===== config.mk =====
export PLATFORM = sky130hd
export DESIGN_NAME = alu_issue_arbiter
export DESIGN_NICKNAME = d
export VERILOG_FILES = /design/src/rtl/alu_issue_arbiter.sv
export SDC_FILE = /design/constraint.sdc
export NUM_CORES = 1
export LEC_CHECK = 0
export BUFFER_PORTS_ARGS = -buffer_cell sky130_fd_sc_hd__buf_4
export CAP_MARGIN = 40
export CORE_UTILIZATION = 56
export DETAILED_ROUTE_END_ITERATION = 16
export GPL_TIMING_DRIVEN = 0
export PLACE_DENSITY = 0.87
export SYNTH_ARGS = -nofsm -noshare
export SYNTH_HDL_FRONTEND = slang
export SYNTH_SLANG_ARGS = --single-unit

===== constraint.sdc =====
create_clock -name clk -period 8 [get_ports clk]
set_input_delay 1.6 -clock clk [delete_from_list [all_inputs] [get_ports clk]]
set_output_delay 1.6 -clock clk [all_outputs]
set_load 0.02 [all_outputs]

===== src/rtl/alu_issue_arbiter.sv =====
// Round-robin issue of operand-ready RS entries through one shared ALU onto the CDB.
// A grant is taken from IDLE, or from WB in the cycle the CDB accepts, so ops can run back to back.
module alu_issue_arbiter #(
  parameter int ENTRIES = 16,
  parameter int IDX_W   = 4,
  parameter int TAG_W   = 4,
  parameter int XLEN    = 32
) (
  input  logic               clk,
  input  logic               rst,
  input  logic               rdy,
  input  logic               flush,
  input  logic [ENTRIES-1:0] req_valid,
  input  logic [XLEN-1:0]    sel_lv,
  input  logic [XLEN-1:0]    sel_rv,
  input  logic [3:0]         sel_op,
  input  logic [TAG_W-1:0]   sel_tag,
  output logic               grant_valid,
  output logic [IDX_W-1:0]   grant_idx,
  output logic               alu_valid,
  output logic [XLEN-1:0]    alu_lv,
  output logic [XLEN-1:0]    alu_rv,
  output logic [3:0]         alu_op,
  input  logic               alu_done,
  input  logic [XLEN-1:0]    alu_result,
  output logic               cdb_valid,
  output logic [TAG_W-1:0]   cdb_tag,
  output logic [XLEN-1:0]    cdb_value,
  input  logic               cdb_ready,
  output logic               busy
);

  typedef enum logic [1:0] {IDLE, EXEC, WB} state_t;

  state_t             state_q, state_d;
  logic [IDX_W-1:0]   rr_ptr_q, rr_ptr_d;
  logic [TAG_W-1:0]   tag_q, tag_d;
  logic               alu_valid_q, alu_valid_d;
  logic [XLEN-1:0]    alu_lv_q, alu_lv_d;
  logic [XLEN-1:0]    alu_rv_q, alu_rv_d;
  logic [3:0]         alu_op_q, alu_op_d;
  logic               cdb_valid_q, cdb_valid_d;
  logic [TAG_W-1:0]   cdb_tag_q, cdb_tag_d;
  logic [XLEN-1:0]    cdb_value_q, cdb_value_d;

  logic               sel_found;
  logic [IDX_W-1:0]   sel_idx;
  logic [IDX_W-1:0]   cand;
  logic               issue_ok;

  // First requesting entry at or after rr_ptr, wrapping around the array.
  always_comb begin
    sel_found = 1'b0;
    sel_idx   = '0;
    cand      = '0;
    for (int i = 0; i < ENTRIES; i++) begin
      cand = IDX_W'((int'(rr_ptr_q) + i) % ENTRIES);
      if (!sel_found && req_valid[cand]) begin
        sel_found = 1'b1;
        sel_idx   = cand;
      end
    end
  end

  assign issue_ok = !rst && rdy && !flush && sel_found &&
                    (state_q == IDLE || (state_q == WB && cdb_ready));

  assign grant_valid = issue_ok;
  assign grant_idx   = issue_ok ? sel_idx : '0;

  always_comb begin
    state_d     = state_q;
    rr_ptr_d    = rr_ptr_q;
    tag_d       = tag_q;
    alu_valid_d = alu_valid_q;
    alu_lv_d    = alu_lv_q;
    alu_rv_d    = alu_rv_q;
    alu_op_d    = alu_op_q;
    cdb_valid_d = cdb_valid_q;
    cdb_tag_d   = cdb_tag_q;
    cdb_value_d = cdb_value_q;
    if (rdy) begin
      if (flush) begin
        state_d     = IDLE;
        alu_valid_d = 1'b0;
        cdb_valid_d = 1'b0;
      end else begin
        case (state_q)
          EXEC: begin
            if (alu_done) begin
              cdb_value_d = alu_result;
              cdb_tag_d   = tag_q;
              cdb_valid_d = 1'b1;
              alu_valid_d = 1'b0;
              state_d     = WB;
            end
          end
          WB: begin
            if (cdb_ready) begin
              cdb_valid_d = 1'b0;
              state_d     = IDLE;
            end
          end
          default: ;
        endcase
        // A grant out of WB overrides the return to IDLE.
        if (issue_ok) begin
          alu_lv_d    = sel_lv;
          alu_rv_d    = sel_rv;
          alu_op_d    = sel_op;
          tag_d       = sel_tag;
          alu_valid_d = 1'b1;
          rr_ptr_d    = IDX_W'((int'(sel_idx) + 1) % ENTRIES);
          state_d     = EXEC;
        end
      end
    end
  end

  always_ff @(posedge clk) begin
    if (rst) begin
      state_q     <= IDLE;
      rr_ptr_q    <= '0;
      tag_q       <= '0;
      alu_valid_q <= 1'b0;
      alu_lv_q    <= '0;
      alu_rv_q    <= '0;
      alu_op_q    <= '0;
      cdb_valid_q <= 1'b0;
      cdb_tag_q   <= '0;
      cdb_value_q <= '0;
    end else begin
      state_q     <= state_d;
      rr_ptr_q    <= rr_ptr_d;
      tag_q       <= tag_d;
      alu_valid_q <= alu_valid_d;
      alu_lv_q    <= alu_lv_d;
      alu_rv_q    <= alu_rv_d;
      alu_op_q    <= alu_op_d;
      cdb_valid_q <= cdb_valid_d;
      cdb_tag_q   <= cdb_tag_d;
      cdb_value_q <= cdb_value_d;
    end
  end

  assign alu_valid = alu_valid_q;
  assign alu_lv    = alu_lv_q;
  assign alu_rv    = alu_rv_q;
  assign alu_op    = alu_op_q;
  assign cdb_valid = cdb_valid_q;
  assign cdb_tag   = cdb_tag_q;
  assign cdb_value = cdb_value_q;
  assign busy      = (state_q != IDLE);

endmodule


### Word-level counts from Yosys, hierarchy flattened

Index checks and enable logic that the tools add are counted.
Widths: inputs -> output; s select.

| cells by class | value |
|---|---|
| $add $sub $neg | 16 |
| magnitude comparators | 16 |
| equality and inequality tests | 6 |
| mux-type cells | 78 |
| bitwise operators | 1 |
| reduce and logical (&&, ||, !) cells | 49 |

Operators by type and width:

| operator | count |
|---|---|
| $lt 4x5->1 const B | 16 |
| $mux 4 | 17 |
| $bmux 1 s4 | 16 |
| $mux 1 | 39 |
| $add 4x4->4 const B | 8 |
| $logic_and 1x1->1 | 20 |
| $logic_not 1->1 | 17 |
| $add 4x3->4 const B | 4 |
| $reduce_and 4->1 | 3 |
| $reduce_bool 3->1 | 3 |
| $add 4x1->4 const B | 2 |
| $add 4x2->4 const B | 2 |
| $mux 2 | 4 |
| $ne 4x4->1 const B | 2 |
| $ne 3x3->1 const B | 2 |
| $reduce_and 3->1 | 2 |
| $pmux 2 s2 | 1 |
| $reduce_bool 4->1 | 1 |
| $eq 2x1->1 const B | 1 |
| $eq 2x2->1 const B | 1 |
| $logic_not 2->1 | 1 |
| $pmux 1 s2 | 1 |
| $reduce_bool 2->1 | 1 |
| $logic_or 1x1->1 | 1 |
| $not 1->1 | 1 |

| word-level totals | value |
|---|---|
| register bits after elaboration | 116 |
| output and inout bits | 112 |
| logic and storage cells | 176 |

### Depth between registers and ports, before layout

| depth | value |
|---|---|
| depth after elaboration | 52 |
| mapped depth | 20 |
| depth with buffers taken out | 14 |

### Least setup slack after synthesis

OpenSTA, ideal clock, no wires.

| timing | value |
|---|---|
| kind | register -> output |
| from | reg rr_ptr_q[1] |
| to | out grant_idx[2] |
| data arrival time | 4529 ps |
| required time | 6400 ps |
| setup slack | 1871 ps |
| stages on the path, launching flop included | 17 |
| buffers on the path | 6 |
| cell sequence | dfxtp_1 -> buf_4 -> buf_6 -> buf_6 -> buf_4 -> inv_1 -> ha_1 -> buf_6 -> mux2_1 -> mux4_2 -> mux2_2 -> nor4_1 -> nand4_2 -> o31ai_4 -> inv_2 -> clkbuf_1 -> and2_1 |

| between the ends | value |
|---|---|
| word-level cells in the longest chain between the ends | 51 |
| elaborated cells between the ends (all ways) | 112 |
| classes of those cells | add/sub: 15; mux: 65; reduce/logical: 32 |

Ends and longest elaborated chain:

| element | line | text |
|---|---|---|
| start: declaration | 36 | `logic [IDX_W-1:0] rr_ptr_q, rr_ptr_d;` |
| start signal: assignment | 134 | `rr_ptr_q <= rr_ptr_d;` |
| branches (longest 47 deep; another with $add 4x1->4) | - |  |
| $mux 1 * | 58 | `if (!sel_found && req_valid[cand]) begin` |
| $logic_and 1x1->1 * (2 in series) | 65 | `assign issue_ok = !rst && rdy && !flush && sel_found &&` |
| net grant_valid | 18 | `output logic grant_valid,` |
| $mux 4 * | 69 | `assign grant_idx = issue_ok ? sel_idx : '0;` |
| end: declaration | 19 | `output logic [IDX_W-1:0] grant_idx,` |

Mark *: on every way through the listed nets, which the timed path passes. The select of a mux whose other input is x is not followed.

### Final worst setup path

| timing | value |
|---|---|
| from | reg rr_ptr_q[1] |
| to | out grant_idx[2] |

| between the ends | value |
|---|---|
| word-level cells in the longest chain between the ends | 51 |
| elaborated cells between the ends (all ways) | 112 |
| classes of those cells | add/sub: 15; mux: 65; reduce/logical: 32 |

Ends and longest elaborated chain:

| element | line |
|---|---|
| branches (longest 50 deep; another with $add 4x1->4) | - |
| $mux 4 * | 69 |

Mark *: on every way between the ends. The select of a mux whose other input is x is not followed.

==> metrics <==
clock share of power=0.418; fin crit share=0.9714; # placed instances=between 1000 and 1500; min cycle time layout=a little under 8 ns; RSZ-0062 raised after global routing=no; reg-to-reg critical path startpoint=rr_ptr_q[2]; critical path fanouts, max=10; Antenna Nets Post-Route=0; setup violators final=0; ys flop type=dfxtp_1; crit path capture type=output port; DIE WIDTH=115.6 µm; Synth Area per Inst=a little over 8 µm²; Cell Chain, Critical Path=buf_4 > buf_6 > buf_6 > buf_4 > inv_1 > ha_1 > buf_6 > mux2_1 > mux4_2 > mux2_2 > nor4_1 > nand4_2 > o31ai_4 > inv_2 > clkbuf_1 > and2_1 > buf_4; cts bufs inserted=17; Min-Delay Endpoint=cdb_value[1]; area share of the largest cell type after synthesis=0.3213; vias per inst=roughly 6; worst hold path depth=2; ant diodes=0; Num Clock Sinks=116; gpl congestion=0.9864; Synth cell types=70; CP required=6.40 ns; Worst-path clk slew=roughly 0.050 ns; clock tree from TritonCTS=built; fmax=between 0.1 and 0.15 GHz; Post-Synthesis Cells=slightly below 900; I/O Buffers=roughly 230; Sequential Power Share=0.314; initial antenna violation count=0; clk_skew=between 0.006 and 0.007 ns; count leader, synth=nand2_1; Fill cells=between 800 and 900; Total Wirelength=25020 µm; die height=around 120 µm; Cell Int Power=around 1.3 mW; HPWL after DPL=between 15000 and 20000 µm; slowest stage delay, CP=around 0.55 ns; Max-slew headroom=0.4202; Mapped Area=approximately 0.0072 mm²; Final Hold Vio Count=0; FF/Latch Area=between 0.002 and 0.0025 mm²; area of the multi-input gates=approximately 0.0045 mm²; GRT overflow=0; #FFs+latches synth=116; Net Sw Frac=0.3030; Cell Pwr Density=around 200 mW/mm²; num rows=41; Post-synth top cells=251 x nand2_1, 130 x a21oi_1, 116 x dfxtp_1; residual DRC count=0; status=complete, no violations; P_leak=between 3 and 4 nW; CP Buf/Inv Count=9; via total after detailed routing=about 8000; Clock Latency Late Sink=0.42 ns; post-CTS setup buffer count=0; Worst Setup Path Type=flop to output port; Slew Limit Fails=0; slowest stage cell, crit path=dfxtp_1; total track usage=0.3748; Startpoint Class=flop; first-pass GRT wire length=just under 40000 µm; worst r2r path cells=18; NetSw=about 0.6 mW; H-tree Lvls=4; clock root cell=clkbuf_16; 1st-iter DRT viols=754; Area growth syn-to-layout=36.05%; register area share after synthesis=0.3213; largest net degree at the start of global routing=17; Async SR Flop Fraction=0; warnings from Yosys=0; Reg-to-Reg End=rr_ptr_q[2]; Area contributors post-synth=dfxtp_1 32%, nand2_1 13%, mux4_2 9.7%; largest area contributor in the netlist=dfxtp_1; nets@finish=1282; final std cells w/o fill=between 1000 and 1500; DIE AREA=0.01336 mm²; post-synthesis net count=1028; I/O pin count=roughly 240; maxcap violations=0; Worst path top cell family by delay=buffers and inverters; Hold Startpoint=cdb_value[1]; Avg WL per Cell=18.81 µm; measured slew at the worst slew-check pin=approximately 0.87 ns; first-pass iteration count of the detailed router=5; maximum vdd drop=about 0.18 mV; Arr. time, crit path=about 6.2 ns; core area=0.01262 mm²; FF-to-FF setup slack=2.22 ns; clk buf depth=2; vias in the first global route=7640; Initial Utilization=0.5727; EDFF count, synth=0; combinational share of power=0.267; share of post-route cells with drive strength above 1=0.3057; setup tns final=0 ns; Worst Hold Class=flop to flop
stage by stage:
| stage | total power [mW] | util | hold WS (ns) | worst slack (ns) | instance area (µm²) |
|---|---|---|---|---|---|
| after floorplan | 0.9522 | - | 0.4321 | 1.871 | 7227 |
| after global placement | 1.109 | 0.7289 | 0.4380 | 0.8373 | 9199 |
| after detailed placement | 1.115 | 0.7295 | 0.4466 | 0.7681 | 9206 |
| after CTS | 1.916 | 0.7790 | 0.4543 | 0.2958 | 9831 |
| after global routing | 1.989 | 0.7791 | 0.4738 | 0.03403 | 9832 |
| final | 1.926 | 0.7791 | 0.4518 | 0.2290 | 9832 |
layout make-up:
| cell class | instances | area share |
|---|---|---|
| Sequential cell | 116 | 0.2362 |
| Clock inverter | 13 | 0.01845 |
| Clock buffer | 19 | 0.04505 |
| Timing Repair Buffer | 235 | 0.1794 |
| Tap cell | 172 | 0.02189 |
| Buffer | 63 | 0.03220 |
| Inverter | 22 | 0.008399 |
| Multi-Input combinational cell | 690 | 0.4584 |
cell families after synthesis:
kind of cell	Yosys count	share of synthesized area
compound gates	214	0.1788
xor+xnor	13	0.01575
fa+ha+maj	11	0.01904
buf+inv	85	0.05505
flops	116	0.3213
mux	94	0.1901
simple gates	358	0.2199
registers in the layout (all words and copies together) (netlist names):
signal	cells
state_q	2
rr_ptr_q	4
alu_rv	32
cdb_valid	1
alu_valid	1
alu_op	4
tag_q	4
alu_lv	32
cdb_tag	4
cdb_value	32
what timing repair did:
action | in CTS | in global routing
resized for setup | 0 | 2
setup endpoints to repair | 0 | 1
hold buffers | 0 | 0
cell usage in the layout, fill, tap and decap left out, types with 4 or more instances in the layout:
cell type,count
mux2_1,8
nand3_1,12
o21ai_0,15
buf_4,244
mux2i_1,35
buf_6,5
clkbuf_16,17
a211oi_1,8
nand2b_1,13
mux2_2,17
nor2b_1,4
clkinv_2,4
a31oi_1,6
xor2_1,7
and2_1,9
buf_2,6
nand4_1,7
dfxtp_1,116
ha_1,11
xnor2_1,6
inv_1,19
nand2_1,251
a22o_1,5
o22ai_1,7
a21oi_1,130
nor3_1,16
o21bai_1,4
nor2_1,28
o21a_1,5
clkbuf_1,42
mux4_2,31
bufinv_16,4
routing by layer:
layer / track usage / wire, µm
met5: 0 / 0
met1: 0.4461 / 9091
met2: 0.6299 / 12150
met3: 0.1062 / 2701
met4: 0.1680 / 1074
power groups by stage:
stage | clock (mW) | sequential [mW] | combinational [mW]
2_1_floorplan | 0 | 0.633 | 0.320
3_3_place_gp | 0 | 0.616 | 0.492
3_5_place_dp | 0 | 0.617 | 0.498
4_1_cts | 0.808 | 0.605 | 0.503
5_1_grt | 0.831 | 0.607 | 0.551
6_report | 0.806 | 0.606 | 0.515
tightest hold or removal path: cells and delay by family, from the launching register on:
| kind | cells | cell delay (ns) |
|---|---|---|
| compound gates | 1 | 0.05 |
| simple gates | 1 | 0.05 |
| flops | 1 | 0.30 |
worst max path at each step:
stage	slack [ns]	start	end	cells after the start
2_1_floorplan	1.87	rr_ptr_q[1]	grant_idx[2]	16
6_report	0.23	rr_ptr_q[1]	grant_idx[2]	17
3_3_place_gp	0.84	rr_ptr_q[1]	grant_idx[2]	18
4_1_cts	0.30	rr_ptr_q[1]	grant_idx[2]	18
5_1_grt	0.03	rr_ptr_q[1]	grant_idx[2]	17
3_5_place_dp	0.77	rr_ptr_q[1]	grant_idx[2]	18
(Power assumes the default switching activity.)
